File: src/rtl/rocketcpu_dbg_pkg.sv
// Shared constants and types for the host debug bridge: opcodes, status bytes, FSM states.
package rocketcpu_dbg_pkg;

  localparam logic [7:0] OP_WRITE = 8'h01;
  localparam logic [7:0] OP_READ  = 8'h02;
  localparam logic [7:0] ST_OK    = 8'hA5;
  localparam logic [7:0] ST_ERR   = 8'hEE;

  localparam int unsigned RESP_BYTES = 5;
  localparam int unsigned RESP_W     = 8 * RESP_BYTES;

  typedef enum logic [2:0] {
    S_IDLE,
    S_ADDR,
    S_WDATA,
    S_BUS,
    S_RESP
  } state_e;

endpackage

File: src/rtl/rocketcpu_dbg_timeout.sv
// Clearable saturating cycle counter; tc_o flags that the current cycle is the last one allowed.
module rocketcpu_dbg_timeout #(
  parameter int unsigned TIMEOUT = 255
) (
  input  logic clk_i,
  input  logic rst_ni,
  input  logic clr_i,
  input  logic en_i,
  output logic tc_o
);

  localparam int unsigned CW = $clog2(TIMEOUT + 1);
  localparam logic [CW-1:0] CNT_MAX  = CW'(TIMEOUT);
  localparam logic [CW-1:0] CNT_LAST = CW'(TIMEOUT - 1);

  logic [CW-1:0] cnt_q, cnt_d;
  logic          tc_q;

  always_comb begin
    cnt_d = cnt_q;
    if (clr_i) begin
      cnt_d = '0;
    end else if (en_i && (cnt_q != CNT_MAX)) begin
      cnt_d = cnt_q + CW'(1);
    end
  end

  // tc_q tracks cnt_q >= TIMEOUT-1, so the abort lands after exactly TIMEOUT cycles
  always_ff @(posedge clk_i or negedge rst_ni) begin
    if (!rst_ni) begin
      cnt_q <= '0;
      tc_q  <= 1'b0;
    end else begin
      cnt_q <= cnt_d;
      tc_q  <= (cnt_d >= CNT_LAST);
    end
  end

  assign tc_o = tc_q;

endmodule

File: src/rtl/rocketcpu_dbg_bridge.sv
// Host byte-stream to single-beat Wishbone initiator: decodes a command frame,
// runs one bus cycle, and streams back a status/readback response.
module rocketcpu_dbg_bridge
  import rocketcpu_dbg_pkg::*;
#(
  parameter int unsigned TIMEOUT = 255
) (
  input  logic        i_wb_clk,
  input  logic        i_rst_n,
  input  logic [7:0]  i_rx_data,
  input  logic        i_rx_valid,
  output logic        o_rx_ready,
  output logic [7:0]  o_tx_data,
  output logic        o_tx_valid,
  input  logic        i_tx_ready,
  output logic [31:0] o_wb_adr,
  output logic [31:0] o_wb_dat,
  output logic [3:0]  o_wb_sel,
  output logic        o_wb_we,
  output logic        o_wb_cyc,
  input  logic [31:0] i_wb_rdt,
  input  logic        i_wb_ack,
  output logic        o_busy
);

  state_e            state_q;
  logic [1:0]        idx_q;
  logic              we_q;
  logic [31:0]       adr_q;
  logic [31:0]       dat_q;
  logic              cyc_q;
  logic [RESP_W-1:0] resp_q;
  logic [2:0]        rem_q;
  logic              tx_valid_q;
  logic              rx_ready_q;
  logic              busy_q;
  logic              tmo;

  logic rx_fire;
  assign rx_fire = i_rx_valid && rx_ready_q;

  rocketcpu_dbg_timeout #(
    .TIMEOUT (TIMEOUT)
  ) u_timeout (
    .clk_i  (i_wb_clk),
    .rst_ni (i_rst_n),
    .clr_i  (state_q != S_BUS),
    .en_i   ((state_q == S_BUS) && !i_wb_ack),
    .tc_o   (tmo)
  );

  always_ff @(posedge i_wb_clk or negedge i_rst_n) begin
    if (!i_rst_n) begin
      state_q    <= S_IDLE;
      idx_q      <= 2'd0;
      we_q       <= 1'b0;
      adr_q      <= 32'd0;
      dat_q      <= 32'd0;
      cyc_q      <= 1'b0;
      resp_q     <= '0;
      rem_q      <= 3'd0;
      tx_valid_q <= 1'b0;
      rx_ready_q <= 1'b1;
      busy_q     <= 1'b0;
    end else begin
      case (state_q)
        S_IDLE: begin
          if (rx_fire) begin
            busy_q <= 1'b1;
            idx_q  <= 2'd0;
            if ((i_rx_data == OP_WRITE) || (i_rx_data == OP_READ)) begin
              we_q    <= (i_rx_data == OP_WRITE);
              state_q <= S_ADDR;
            end else begin
              resp_q     <= {32'd0, ST_ERR};
              rem_q      <= 3'd1;
              tx_valid_q <= 1'b1;
              rx_ready_q <= 1'b0;
              state_q    <= S_RESP;
            end
          end
        end

        // Fields arrive LSB first, so shift each byte in from the top
        S_ADDR: begin
          if (rx_fire) begin
            adr_q <= {i_rx_data, adr_q[31:8]};
            idx_q <= idx_q + 2'd1;
            if (idx_q == 2'd3) begin
              if (we_q) begin
                state_q <= S_WDATA;
              end else begin
                cyc_q      <= 1'b1;
                rx_ready_q <= 1'b0;
                state_q    <= S_BUS;
              end
            end
          end
        end

        S_WDATA: begin
          if (rx_fire) begin
            dat_q <= {i_rx_data, dat_q[31:8]};
            idx_q <= idx_q + 2'd1;
            if (idx_q == 2'd3) begin
              cyc_q      <= 1'b1;
              rx_ready_q <= 1'b0;
              state_q    <= S_BUS;
            end
          end
        end

        // Ack is checked before the timeout so a last-cycle ack still succeeds
        S_BUS: begin
          if (i_wb_ack) begin
            cyc_q      <= 1'b0;
            tx_valid_q <= 1'b1;
            state_q    <= S_RESP;
            if (we_q) begin
              resp_q <= {32'd0, ST_OK};
              rem_q  <= 3'd1;
            end else begin
              resp_q <= {i_wb_rdt, ST_OK};
              rem_q  <= 3'd5;
            end
          end else if (tmo) begin
            cyc_q      <= 1'b0;
            tx_valid_q <= 1'b1;
            resp_q     <= {32'd0, ST_ERR};
            rem_q      <= 3'd1;
            state_q    <= S_RESP;
          end
        end

        S_RESP: begin
          if (i_tx_ready) begin
            if (rem_q == 3'd1) begin
              tx_valid_q <= 1'b0;
              busy_q     <= 1'b0;
              rx_ready_q <= 1'b1;
              state_q    <= S_IDLE;
            end else begin
              resp_q <= {8'd0, resp_q[RESP_W-1:8]};
              rem_q  <= rem_q - 3'd1;
            end
          end
        end

        default: begin
          state_q <= S_IDLE;
        end
      endcase
    end
  end

  assign o_rx_ready = rx_ready_q;
  assign o_tx_data  = resp_q[7:0];
  assign o_tx_valid = tx_valid_q;
  assign o_wb_adr   = {adr_q[31:2], 2'b00};
  assign o_wb_dat   = dat_q;
  assign o_wb_sel   = 4'hF;
  assign o_wb_we    = we_q;
  assign o_wb_cyc   = cyc_q;
  assign o_busy     = busy_q;

endmodule
File: config.mk
export PLATFORM = sky130hd
export DESIGN_NAME = rocketcpu_dbg_bridge
export DESIGN_NICKNAME = d
export VERILOG_FILES = /design/src/rtl/rocketcpu_dbg_pkg.sv /design/src/rtl/rocketcpu_dbg_timeout.sv /design/src/rtl/rocketcpu_dbg_bridge.sv
export SDC_FILE = /design/constraint.sdc
export NUM_CORES = 1
export LEC_CHECK = 0
export BUFFER_PORTS_ARGS = -buffer_cell sky130_fd_sc_hd__buf_2
export CAP_MARGIN = 30
export CORE_MARGIN = 5
export CORE_UTILIZATION = 58
export DETAILED_ROUTE_END_ITERATION = 8
export MAX_ROUTING_LAYER = met4
export PLACE_DENSITY = 0.85
export SLEW_MARGIN = 40
export SYNTH_ARGS = -nofsm -noshare
export SYNTH_HDL_FRONTEND = slang
export SYNTH_SLANG_ARGS = --single-unit
export TNS_END_PERCENT = 50
File: constraint.sdc
create_clock -name i_wb_clk -period 2.65 [get_ports i_wb_clk]
set_input_delay 0.6625 -clock i_wb_clk [delete_from_list [all_inputs] [get_ports i_wb_clk]]
set_output_delay 0.6625 -clock i_wb_clk [all_outputs]
set_load 0.005 [all_outputs]
======== Word level (Yosys, flattened, before mapping) ========
Index checks and enable logic that the tools add are counted.
storage, ports and cells
  output and inout bits ................... 81
  logic and storage cells ................. 121
  register bits ........................... 126
cells by class
  $lt $le $gt $ge ......................... 1
  reduce and logical (&&, ||, !) cells .... 22
  add/subtract/negate cells ............... 3
  equal/unequal tests ..................... 22
  multiplexer cells ....................... 60
operator list
  operator                                                                 number
  40-bit two-way mux                                                       7
  40-bit case mux with 3 select lines                                      1
  3-bit two-way mux                                                        17
  1-bit two-way mux                                                        24
  2-bit inequality test, second input constant                             10
  8-bit two-way mux                                                        2
  3-bit case mux with 5 select lines                                       1
  6-bit AND reduction                                                      2
  10-bit AND reduction                                                     1
  3-bit case mux with 3 select lines                                       1
  8-bit by 1-bit adder with 8-bit output, second input constant            1
  8-bit by 1-bit == test with 1-bit output, second input constant          1
  8-bit by 2-bit == test with 1-bit output, second input constant          1
  8-bit greater-or-equal comparator, second input constant                 1
  8-bit inequality test, second input constant                             1
  8-bit AND reduction                                                      1
  7-bit AND reduction                                                      1
  3-bit by 1-bit == test with 1-bit output, second input constant          2
  3-bit by 2-bit == test with 1-bit output, second input constant          2
  3-bit by 2-bit inequality test with 1-bit output, second input constant  2
  1-bit case mux with 3 select lines                                       2
  3-bit AND reduction                                                      2
  3-bit nonzero test                                                       2
  2-bit two-way mux                                                        2
  other kinds (17)                                                         21

======== Longest topological paths before layout ========
Gate-level depths: netlist (run 1).
  word-level depth ........................ 6
  gate-level depth with buffers ........... 7

======== Hierarchy ========
From an unflattened synthesis (run 1), not the netlist that was laid out.
unflattened totals
  cells, all modules ...................... 457
  area total of the unflattened synthesis .. 5405.2 sq um
by module, submodules not included
  module                 instances  area each (sq um)  cells each
  rocketcpu_dbg_bridge   1          4906.0             409
  rocketcpu_dbg_timeout  1          499.2              48

======== Worst setup path after synthesis (run 1) ========
No wires, ideal clock.
  kind .................................... input port to flip-flop
  from .................................... input i_rx_data[3]
  to ...................................... register resp_q[4]
  stages on the path ...................... 5
  arrival ................................. 1.949 ns
  path buffers ............................ 1
  path slack .............................. 0.576 ns
  required time ........................... 2.525 ns
  path through ............................ nor4_4 > a31oi_2 > o311a_4 > buf_6 > mux2_4
between the ends
  longest elaborated chain between the ends .. 4
  elaborated cells on any way between the ends .. 5
ends and longest elaborated chain
  what                                                                                                  RTL line                     RTL
  from (decl)                                                                                           rocketcpu_dbg_bridge.sv:10   input logic [7:0] i_rx_data,
  8-bit by 1-bit == test with 1-bit output or 8-bit by 2-bit == test with 1-bit output (tied branches)  rocketcpu_dbg_bridge.sv:71   if ((i_rx_data == OP_WRITE) || (i_rx_data == OP_READ)) begin
  1-bit logical OR (*)                                                                                  rocketcpu_dbg_bridge.sv:71
  2-bit inequality test (no source line) (*)                                                            -
  6-bit AND reduction (no source line) (*)                                                              -
  to (signal assigned)                                                                                  rocketcpu_dbg_bridge.sv:75   resp_q <= {32'd0, ST_ERR};
  to (signal assigned)                                                                                  rocketcpu_dbg_bridge.sv:120  resp_q <= {32'd0, ST_OK};
  to (signal assigned)                                                                                  rocketcpu_dbg_bridge.sv:123  resp_q <= {i_wb_rdt, ST_OK};
  to (decl)                                                                                             rocketcpu_dbg_bridge.sv:32   logic [RESP_W-1:0] resp_q;
Every way passes the cells marked *; elsewhere a longest branch is shown, timed or not.
A chain may end at the register's enable or synchronous reset.

======== Final worst setup path (run 1) ========
  from .................................... register state_q[1]
  to ...................................... register rem_q[1]
between the ends
  longest elaborated chain between the ends .. 3
  elaborated cells on any way between the ends .. 11
ends and longest elaborated chain
  what                                                                                             RTL line                     RTL
  from (decl)                                                                                      rocketcpu_dbg_bridge.sv:26   state_e state_q;
  from (signal assigned)                                                                           rocketcpu_dbg_bridge.sv:54   state_q <= S_IDLE;
  from (signal assigned)                                                                           rocketcpu_dbg_bridge.sv:73   state_q <= S_ADDR;
  from (signal assigned)                                                                           rocketcpu_dbg_bridge.sv:79   state_q <= S_RESP;
  3-bit by 2-bit == test with 1-bit output, or another cell as far along                           rocketcpu_dbg_bridge.sv:66   case (state_q)
  3-bit by 2-bit inequality test with 1-bit output (no source line), or another cell as far along  -
  6-bit AND reduction (no source line)                                                             -
  to (signal assigned)                                                                             rocketcpu_dbg_bridge.sv:144  rem_q <= rem_q - 3'd1;
  to (decl)                                                                                        rocketcpu_dbg_bridge.sv:33   logic [2:0] rem_q;
Parallel ways exist; a longest one is shown, timed or not.

==> results of run 1 <==
routing by layer:
layer | vias to the layer above | wire (um)
met5 | - | 0
met4 | 0 | 512
met3 | 54 | 680
met2 | 166 | 6680
met1 | 2003 | 5080
li1 | 1837 | -
worst min path at each step:
stage	to	from
floorplan	adr_q[10]	i_rst_n
global placement	o_tx_valid	o_tx_valid
detailed placement	o_tx_valid	o_tx_valid
CTS	o_wb_dat[2]	i_rst_n
global route	resp_q[29]	i_rst_n
finish	resp_q[29]	i_rst_n
cells in the final DEF, fill, tap and decap left out, drive strengths merged, types with 3 or more instances in the layout:
cell type / instances
buf: 129
dfrtp: 123
mux2: 68
inv: 37
o21ai: 34
a22oi: 24
nor2: 19
clkbuf: 19
nand2: 16
a21oi: 10
a22o: 10
mux2i: 8
nor3: 7
conb: 6
clkinv: 6
nand3: 4
ha: 4
nand3b: 4
a31oi: 4
nor2b: 3
or4: 3
bufinv: 3
power by group:
group	switching (uW)	total (uW)	internal [uW]	leakage (uW)
clock	846	2330	1490	0.000295
combinational	468	803	334	0.00143
sequential	67.7	2060	1990	0.00169
stage by stage:
step	cell area, um2	hold WS, ps	utilization
final	6790	163	0.732
after global routing	6790	205	0.732
after CTS	6790	177	0.732
after detailed placement	6190	468	0.666
after global placement	6190	461	0.666
after floorplan	5550	367	-
cells by family (layout without fill, tap and decap cells):
logic type	after synthesis	after routing	synth area share
XOR/XNOR	3	3	0.00475
AO/OA/AOI/OAI	100	100	0.126
AND/OR/NAND/NOR	73	73	0.0755
buffers and inverters	72	196	0.0654
adder cells (fa/ha/maj)	5	5	0.0109
multiplexers	76	76	0.155
flip-flops	124	124	0.561
other	2	6	0.00136
state kept, by name (all words and copies together) (netlist names):
| register | flops |
|---|---|
| o_wb_cyc | 1 |
| idx_q | 2 |
| u_timeout.tc_o | 1 |
| o_wb_we | 1 |
| rem_q | 3 |
| state_q | 3 |
| o_tx_valid | 1 |
| resp_q | 40 |
| adr_q | 30 |
| o_busy | 1 |
| u_timeout.cnt_q | 8 |
| o_wb_dat | 32 |
| o_rx_ready | 1 |
area by class of cell:
| class | count | area (um2) | share of cell area |
|---|---|---|---|
| Multi-Input combinational cell | 263 | 2090 | 0.308 |
| Inverter | 35 | 131 | 0.0193 |
| Clock buffer | 19 | 442 | 0.0650 |
| Timing Repair Buffer | 129 | 698 | 0.103 |
| Clock inverter | 13 | 164 | 0.0241 |
| Sequential cell | 124 | 3100 | 0.457 |
| Tap cell | 129 | 161 | 0.0238 |
==> summary.md, run 1 <==
| Metric | Value |
|---|---|
| Sink Count | `124` |
| # Post-CTS Setup Buffers | `0` |
| Post-Syn Area per Cell | `12.2 um2` |
| Layout Cells excl Fill | `712` |
| Fin. Hold Viols | `0` |
| Area contributors post-synth | `dfrtp_1 (56%), mux2_2 (13%), a22oi_1 (3.3%)` |
| Nets | `619` |
| R2R Setup Slk | `420 ps` |
| Reg2reg start | `state_q[1]` |
| Yosys reg bits | `124` |
| Residual DRC | `0` |
| Clock latency on the worst-skew pair | `510 ps` |
| Post-Place Worst Slack | `258 ps` |
| Post-DRT Antenna Nets | `0` |
| Chip height | `108 um` |
| WP buf/inv | `0` |
| Crit start category | `flop` |
| Async set-or-reset flop fraction in the synthesized netlist | `1.00` |
| Crit-path leading delay family | `compound AO/OA/AOI/OAI gates` |
| Max Clk Rate | `0.448 GHz` |
| Max_slew headroom | `0.567` |
| Tot Pwr | `5190 uW` |
| HPWL Detailed | `8.36 mm` |
| Max rail drop VDD | `0.525 mV` |
| CTS tree | `built` |
| GPL Wtd Cong | `0.895` |
| Seq/Total Area, Yosys | `0.561` |
| Ports | `126` |
| Ant diodes | `0` |
| Final wirelength | `13.0 mm` |
| Slew @ Worst Pin | `649 ps` |
| CP max stage cell | `dfrtp_1` |
| Synthesized cell area | `5530 um2` |
| Starting density of the core | `0.596` |
| Drt initial violations | `281` |
| Final-report max-slew violation count | `0` |
| Top-count cell post-synth | `dfrtp_1` |
| Tmin final | `2230 ps` |
| Crit. path cell count | `4` |
| Initial antenna violation count | `0` |
| Crit Path Max Fanout | `33` |
| H-tree levels | `4` |
| Core area | `9280 um2` |
| Worst r2r path cells | `4` |
| DR WL/cell | `18.2 um` |
| Initial DRT Pass Iterations | `5` |
| M2 GR Usage | `0.390` |
| Maximum clock path buffer count | `2` |
| Vias in the first global route | `4225` |
| Fin crit share | `0.843` |
| Vias/cell | `5.70` |
| GRT Total Usage | `0.240` |
| Grt peak-use layer | `met2` |
| Area growth syn-to-layout | `22.8%` |
| Critical Path End | `rem_q[1]` |
| Pwr/cell area | `764 nW/um2` |
| Most used DFF post-synth | `dfrtp_1` |
| Crit path from | `state_q[1]` |
| Vias | `4060` |
| First-pass GRT wire length | `21.1 mm` |
| Syn. warnings | `0` |
| Final setup fails | `0` |
| Layout Skew | `7.68 ps` |
| Post-Place Cells | `680` |
| Max stage delay on crit path | `610 ps` |
| Synth cell types | `62` |
| Clk root buf | `clkbuf_8` |
| Crit path required time | `3040 ps` |
| M3 GR Usage | `0.0564` |
| Gate Count Post-Synth | `455` |
| Post-synth EDFFs | `0` |
| CTS Buf Count | `17` |
| Die X | `108 um` |
| Post-route setup slack | `416 ps` |
| Critical path endpoint category | `flop` |
| Clock slew at reported path FFs | `60 ps` |
| Crit Path Category | `reg2reg` |
| Largest area contributor in the netlist | `dfrtp_1` |
| Max_cap viols | `0` |
| Most common library cells after synthesis | `dfrtp_1 (123), mux2_2 (65), inv_1 (35)` |
| Hold_buf cts | `0` |
| Hold WC Path Type | `in2async` |
| RSZ-0062 raised after global routing | `no` |
| Post-CTS sizing | `0` |
| Die area | `11600 um2` |
| GRT overflow | `0` |
| Fillers | `639` |
| CP arrival | `2620 ps` |
| Layout cell share with drive strength beyond 1 | `0.417` |
| Rows | `35` |
| R2r endpoint | `rem_q[1]` |
| Largest net degree at the start of global routing | `50` |
| Crit-path cells | `or2_1 -> o21ai_2 -> o311a_4 -> mux2_2` |
| Setup tns final | `0 ps` |
| P_leak | `0.00342 uW` |
| Grt met1 use | `0.285` |
| Status | `complete, no violations` |
| Port buffer count | `119` |
| Yosys top cell area share | `0.556` |
Note: power is estimated with default switching activity, not from simulation.
==> run 2: changes to the inputs <==
- ABC_AREA: unset -> 1
- CORE_UTILIZATION: 58 -> 49
- PLACE_DENSITY: 0.85 -> 0.76
- clock period: 2.65 -> 2.04 ns (I/O delays scaled with it)
==> run 2 against run 1 <==
  * Sequential share of layout area down 1.7 points
  * Flip-flop and latch count stayed put
  * Die area grew 19%
  * Final cell count rose by 22%
  * Register-to-register slack got worse by 230 ps
  * Power is 12% higher
  * Non-clock buffer count is 8 higher
  * Clock skew is 1.4 ps lower
  * Synthesized area grew 2.4%
  * Critical endpoint is now resp_q[18]
==> summary.md, run 2 <==
| Metric | Value |
|---|---|
| Seq/Total Area, Yosys | `0.548` |
| GPL Wtd Cong | `0.867` |
| Crit path required time | `2330 ps` |
| RSZ-0062 raised after global routing | `no` |
| CP arrival | `2140 ps` |
| Area of the multi-input gates | `2130 um2` |
| Worst hold path depth | `3` |
| WP buf/inv | `2` |
| Starting density of the core | `0.498` |
| Sequential Area | `3110 um2` |
| Sink Count | `124` |
| CTS tree | `built` |
| Die X | `118 um` |
| Yosys reg bits | `124` |
| Area contributors post-synth | `dfrtp_1 (54%), nand2_1 (9.7%), o21ai_2 (4.8%)` |
| Vias | `4412` |
| Ports | `126` |
| Met3 WL | `432 um` |
| Placed Area | `6370 um2` |
| Clock slew at reported path FFs | `50 ps` |
| Max reg flops | `40` |
| Clock latency on the worst-skew pair | `410 ps` |
| Largest Register | `resp_q` |
| Async set-or-reset flop fraction in the synthesized netlist | `1.00` |
| Area growth syn-to-layout | `24.6%` |
| Crit Path Category | `reg2reg` |
| GRT Total Usage | `0.193` |
| Post-synth EDFFs | `0` |
| Post-Syn Area per Cell | `9.51 um2` |
| Core area | `11400 um2` |
| Final-report max-slew violation count | `0` |
| Highest metal used | `met4` |
| Fin. Hold Viols | `0` |
| Final wirelength | `12.5 mm` |
| Final Cell Area | `7060 um2` |
| Drt initial violations | `345` |
| CP max stage cell | `dfrtp_1` |
| R2r endpoint | `resp_q[18]` |
| Worst r2r path cells | `9` |
| H-tree levels | `4` |
| Largest net degree at the start of global routing | `67` |
| Hold path startpoint | `i_wb_rdt[29]` |
| Max_cap viols | `0` |
| DR WL/cell | `14.4 um` |
| Crit Path Max Fanout | `22` |
| Max Clk Rate | `0.539 GHz` |
| Layout Skew | `6.25 ps` |
| Initial DRT Pass Iterations | `5` |
| Crit start category | `flop` |
| Layout cell share with drive strength beyond 1 | `0.334` |
| Syn. warnings | `0` |
| GRT overflow | `0` |
| Nets | `764` |
| Max stage delay on crit path | `530 ps` |
| Clk root buf | `clkbuf_16` |
| Yosys top cell area share | `0.543` |
| Fillers | `926` |
| Largest area contributor in the netlist | `dfrtp_1` |
| Hold WC Path Type | `in2reg` |
| Final setup fails | `0` |
| Commonest non-fill, non-tap cell in the layout | `nand2_1` |
| Pwr/cell area | `823 nW/um2` |
| Critical path endpoint category | `flop` |
| Die area | `13800 um2` |
| Chip height | `118 um` |
| HPWL Detailed | `8.72 mm` |
| Max rail drop VDD | `0.519 mV` |
| Worst path most repeated cell | `nand2_4` |
| P_leak | `0.00371 uW` |
| M1 wire length | `5.39 mm` |
| First-pass GRT wire length | `21.5 mm` |
| Setup tns final | `0 ps` |
| Vias/cell | `5.07` |
| Ant diodes | `0` |
| Gate Count Post-Synth | `596` |
| Residual DRC | `0` |
| R2R Setup Slk | `180 ps` |
| Top-count cell post-synth | `nand2_1` |
| Rows | `39` |
| Tmin final | `1860 ps` |
| Most frequent cells in the layout | `nand2_1 (145), dfrtp_1 (122), buf_2 (118)` |
| Synthesized cell area | `5670 um2` |
| Synth cell types | `34` |
| Hold EP | `resp_q[37]` |
| Met2 routed WL | `6.39 mm` |
| Status | `complete, no violations` |
| Port buffer count | `119` |
| Vias in the first global route | `4384` |
| Most common library cells after synthesis | `nand2_1 (147), dfrtp_1 (123), inv_1 (45)` |
| Reg2reg start | `state_q[2]` |
| Maximum clock path buffer count | `2` |
| Post-DRT Antenna Nets | `0` |
| Crit-path leading delay family | `simple AND/OR/NAND/NOR gates` |
| Most used DFF post-synth | `dfrtp_1` |
| Initial antenna violation count | `0` |
| Crit-path cells | `nor2_8 -> inv_4 -> nand2_4 -> nand2_4 -> nor3_4 -> nand2_4 -> buf_12 -> nand2_1 -> o21ai_2` |
| Fin crit share | `0.910` |
| CTS Buf Count | `17` |
-- run 2: cell count changes in the layout (fill, tap and decap cells not counted), sizes merged, moves of 5 or more --
cell / delta
a21oi: +16
a22o: -9
buf: +7
clkinv: -5
inv: +10
mux2: -54
mux2i: -8
nand2: +148
nand3: +14
nand4: +5
nor2: +23
o21ai: +36
-- run 2: worst reg2reg max path: cells and delay by family, from the launching register on --
family / cells / cell delay, ps
and+or+nand+nor: 6 / 870
DFF: 1 / 530
buffers and inverters: 2 / 280
AOI/OAI and AO/OA: 1 / 50
-- run 2: layout make-up --
type                       instances  area share
tap                              143      0.0253
timing repair buffer             137       0.117
clock inverter                     9      0.0225
clock buffer                      23      0.0691
multi-input combinational        388       0.301
inverter                          47      0.0253
sequential                       124       0.440
-- run 2: through the flow --
step	utilization	instances	total power (uW)	hold slack [ps]	worst slack [ps]
2_1_floorplan	-	600	2520	214	353
3_3_place_gp	0.560	835	2620	382	110
4_1_cts	0.618	868	5860	283	37.6
6_report	0.621	871	5810	301	184
5_1_grt	0.621	871	6000	293	28.2
3_5_place_dp	0.560	835	2630	386	64.9
-- run 2: power breakdown --
part,switching [uW],internal [uW],total (uW)
clock,1050,2180,3230
sequential,0,2460,2460
combinational,76.8,41.5,118
-- run 2: repair_timing --
action	4_1_cts	5_1_grt
buffers inserted	0	3
hold buffers	1	0
endpoints found under the setup margin	0	41
gates resized for setup	0	5
hold endpoints to repair	13	0
-- run 2: kinds of logic (layout without fill, tap and decap cells) --
group	count (synthesis)	count (layout)	synth area share
mux	14	14	0.0278
buf+inv	88	216	0.0819
xor+xnor	4	4	0.00618
compound gates	122	122	0.140
simple gates	238	238	0.186
other cells	2	6	0.00133
flops	124	124	0.548
fa+ha+maj	4	4	0.00883
-- run 2: per-layer routing --
| metal | global-route usage | up-vias |
|---|---|---|
| li1 | - | 2159 |
| met1 | 0.240 | 2131 |
| met2 | 0.308 | 97 |
| met3 | 0.0389 | 25 |
| met4 | 0.0817 | 0 |
| met5 | - | - |
-- run 2: worst max-delay path by stage --
stage | depth (start not counted) | startpoint | slack [ps] | end
CTS | 9 | state_q[0] | 40 | resp_q[18]
finish | 9 | state_q[2] | 180 | resp_q[18]
global placement | 9 | state_q[0] | 110 | resp_q[18]
floorplan | 10 | state_q[0] | 350 | resp_q[15]
detailed placement | 9 | state_q[0] | 60 | resp_q[7]
global route | 10 | state_q[1] | 30 | resp_q[12]
==> run 3: changes to the inputs <==
- BUFFER_PORTS_ARGS: -buffer_cell sky130_fd_sc_hd__buf_2 -> unset
- CORE_UTILIZATION: 49 -> 59
- CTS_BUF_LIST: unset -> sky130_fd_sc_hd__clkbuf_4 sky130_fd_sc_hd__clkbuf_8
- DONT_BUFFER_PORTS: unset -> 1
- PLACE_DENSITY: 0.76 -> 0.78
- REMOVE_ABC_BUFFERS: unset -> 1
==> run 3 against run 2 <==
  * The run now ends with negative hold slack left
  * Sequential power about the same
  * Non-clock buffer count shrank 120
  * Clock skew up 7.9 ps
  * Highest routed layer unchanged
  * Largest power group is now sequential cells
  * Sequential share of layout area up 6.3 points
  * Maximum frequency is 4.3% lower
  * Via count down 11%
  * Flip-flop and latch count is the same
==> summary.md, run 3 (synthesis gave the netlist of run 2 again) <==
| Metric | Value |
|---|---|
| Residual DRC | `0` |
| Worst r2r path cells | `9` |
| Die area | `11700 um2` |
| CTS tree | `built` |
| Initial DRT Pass Iterations | `5` |
| Commonest non-fill, non-tap cell in the layout | `nand2_1` |
| Reg2reg start | `state_q[0]` |
| First-pass GRT wire length | `18.8 mm` |
| Chip height | `108 um` |
| Post-route setup slack | `100 ps` |
| Hold Slack | `-220 ps` |
| GPL Wtd Cong | `0.901` |
| Drt initial violations | `174` |
| Max Clk Rate | `0.516 GHz` |
| Nets | `644` |
| R2r endpoint | `resp_q[11]` |
| Comb power frac | `0.003` |
| Maximum clock path buffer count | `2` |
| Clock latency on the worst-skew pair | `420 ps` |
| Final setup fails | `0` |
| Area of the multi-input gates | `2120 um2` |
| CTS Buf Count | `17` |
| Ant diodes | `0` |
| Crit Path Category | `reg2reg` |
| CP arrival | `2280 ps` |
| Layout Cells excl Fill | `737` |
| Max_cap viols | `0` |
| HPWL Detailed | `7.85 mm` |
| R2R Setup Slk | `100 ps` |
| Hold WC Path Type | `in2async` |
| Clock share of power | `0.476` |
| Crit-path cells | `nor2_2 -> nand2_1 -> or2_2 -> nand2_2 -> nor3_4 -> nand2_4 -> buf_12 -> nand2_1 -> o21ai_2` |
| Crit Path Max Fanout | `18` |
| GRT overflow | `0` |
| Max reg flops | `40` |
| Fillers | `748` |
| Ports | `126` |
| Power share of the sequential group | `0.521` |
| Core area | `9280 um2` |
| Tot Pwr | `4710 uW` |
| Crit start category | `flop` |
| Initial antenna violation count | `0` |
| Fin crit share | `0.951` |
| Worst path most repeated cell | `nand2_1` |
| Final-report max-slew violation count | `0` |
| Layout Skew | `14.1 ps` |
| Final Core Density | `0.666` |
| Vias | `3944` |
| Layout cell share with drive strength beyond 1 | `0.207` |
| Sink Count | `124` |
| Critical path endpoint category | `flop` |
| GRT Total Usage | `0.207` |
| Post-Place Worst Slack | `102 ps` |
| Switching fraction of total power | `0.230` |
| Status | `finished with violations` |
| Clk root buf | `clkbuf_8` |
| Fin. Hold Viols | `123` |
| Pwr/cell area | `763 nW/um2` |
| Max stage delay on crit path | `450 ps` |
| Starting density of the core | `0.610` |
| Tmin final | `1940 ps` |
| Post-Place Cells | `701` |
| H-tree levels | `4` |
| Internal power | `3630 uW` |
| Rows | `35` |
| Port buffer count | `0` |
| Vias in the first global route | `3922` |
| Largest Register | `resp_q` |
| Final wirelength | `11.2 mm` |
| CP max stage cell | `dfrtp_1` |
| Clock slew at reported path FFs | `90 ps` |
| DR WL/cell | `15.2 um` |
| Die X | `108 um` |
| Failing checks | `negative hold slack` |
| Critical Path End | `resp_q[11]` |
| Area growth syn-to-layout | `9.07%` |
| Crit path from | `state_q[0]` |
| Post-DRT Antenna Nets | `0` |
| Setup tns final | `0 ps` |
| Crit path required time | `2380 ps` |
| Sequential Area | `3110 um2` |
| Largest net degree at the start of global routing | `125` |
| Vias/cell | `5.35` |
| Max rail drop VDD | `0.589 mV` |
| P_leak | `0.00306 uW` |
| Most frequent cells in the layout | `nand2_1 (146), dfrtp_1 (122), inv_1 (45)` |
| Switching power | `1080 uW` |
[run 3: what timing repair did]
| action | CTS | global route |
|---|---|---|
| setup endpoints to repair | 0 | 17 |
| gates resized for setup | 0 | 2 |
| hold endpoints to repair | 124 | 124 |
| setup buffers | 0 | 4 |
[run 3: per-stage QoR]
stage	hold slack, ps	cell area [um2]
6_report	-220	6180
5_1_grt	-267	6180
4_1_cts	-250	6150
3_5_place_dp	218	5730
3_3_place_gp	219	5730
2_1_floorplan	214	5400
[run 3: layout make-up]
class,count,area share
clock buffer,18,0.0401
clock inverter,14,0.0281
inverter,47,0.0289
multi-input combinational,388,0.344
sequential,124,0.502
tap,129,0.0261
timing repair buffer,17,0.0308
[run 3: routing by layer]
layer  vias up  part of all wire  track usage
met5         -                 0            -
met4         0            0.0071       0.0703
met3         6             0.057       0.0525
met2        96              0.52        0.339
met1      1918              0.41        0.251
li1       1924                 -            -
[run 3: power groups by stage]
stage | clock, uW | combinational, uW | sequential (uW)
finish | 2250 | 13.3 | 2460
global placement | 0 | 12.6 | 2500
global route | 2430 | 15.5 | 2460
floorplan | 0 | 9.92 | 2510
detailed placement | 0 | 12.8 | 2500
CTS | 2310 | 12.9 | 2460
[run 3: worst min-delay path by stage]
stage | startpoint | end | slack, ps
final | i_rst_n | resp_q[20] | -220
after floorplan | i_rst_n | adr_q[10] | 210
after detailed placement | i_rst_n | resp_q[20] | 220
after global routing | i_rst_n | resp_q[36] | -270
after CTS | i_rst_n | resp_q[20] | -250
after global placement | i_rst_n | resp_q[28] | 220
[run 3: critical path, delay by kind of cell (launching register included)]
family,cells,cell delay [ps]
AOI/OAI and AO/OA,1,60
buffers and inverters,1,190
DFF,1,450
and+or+nand+nor,7,1170
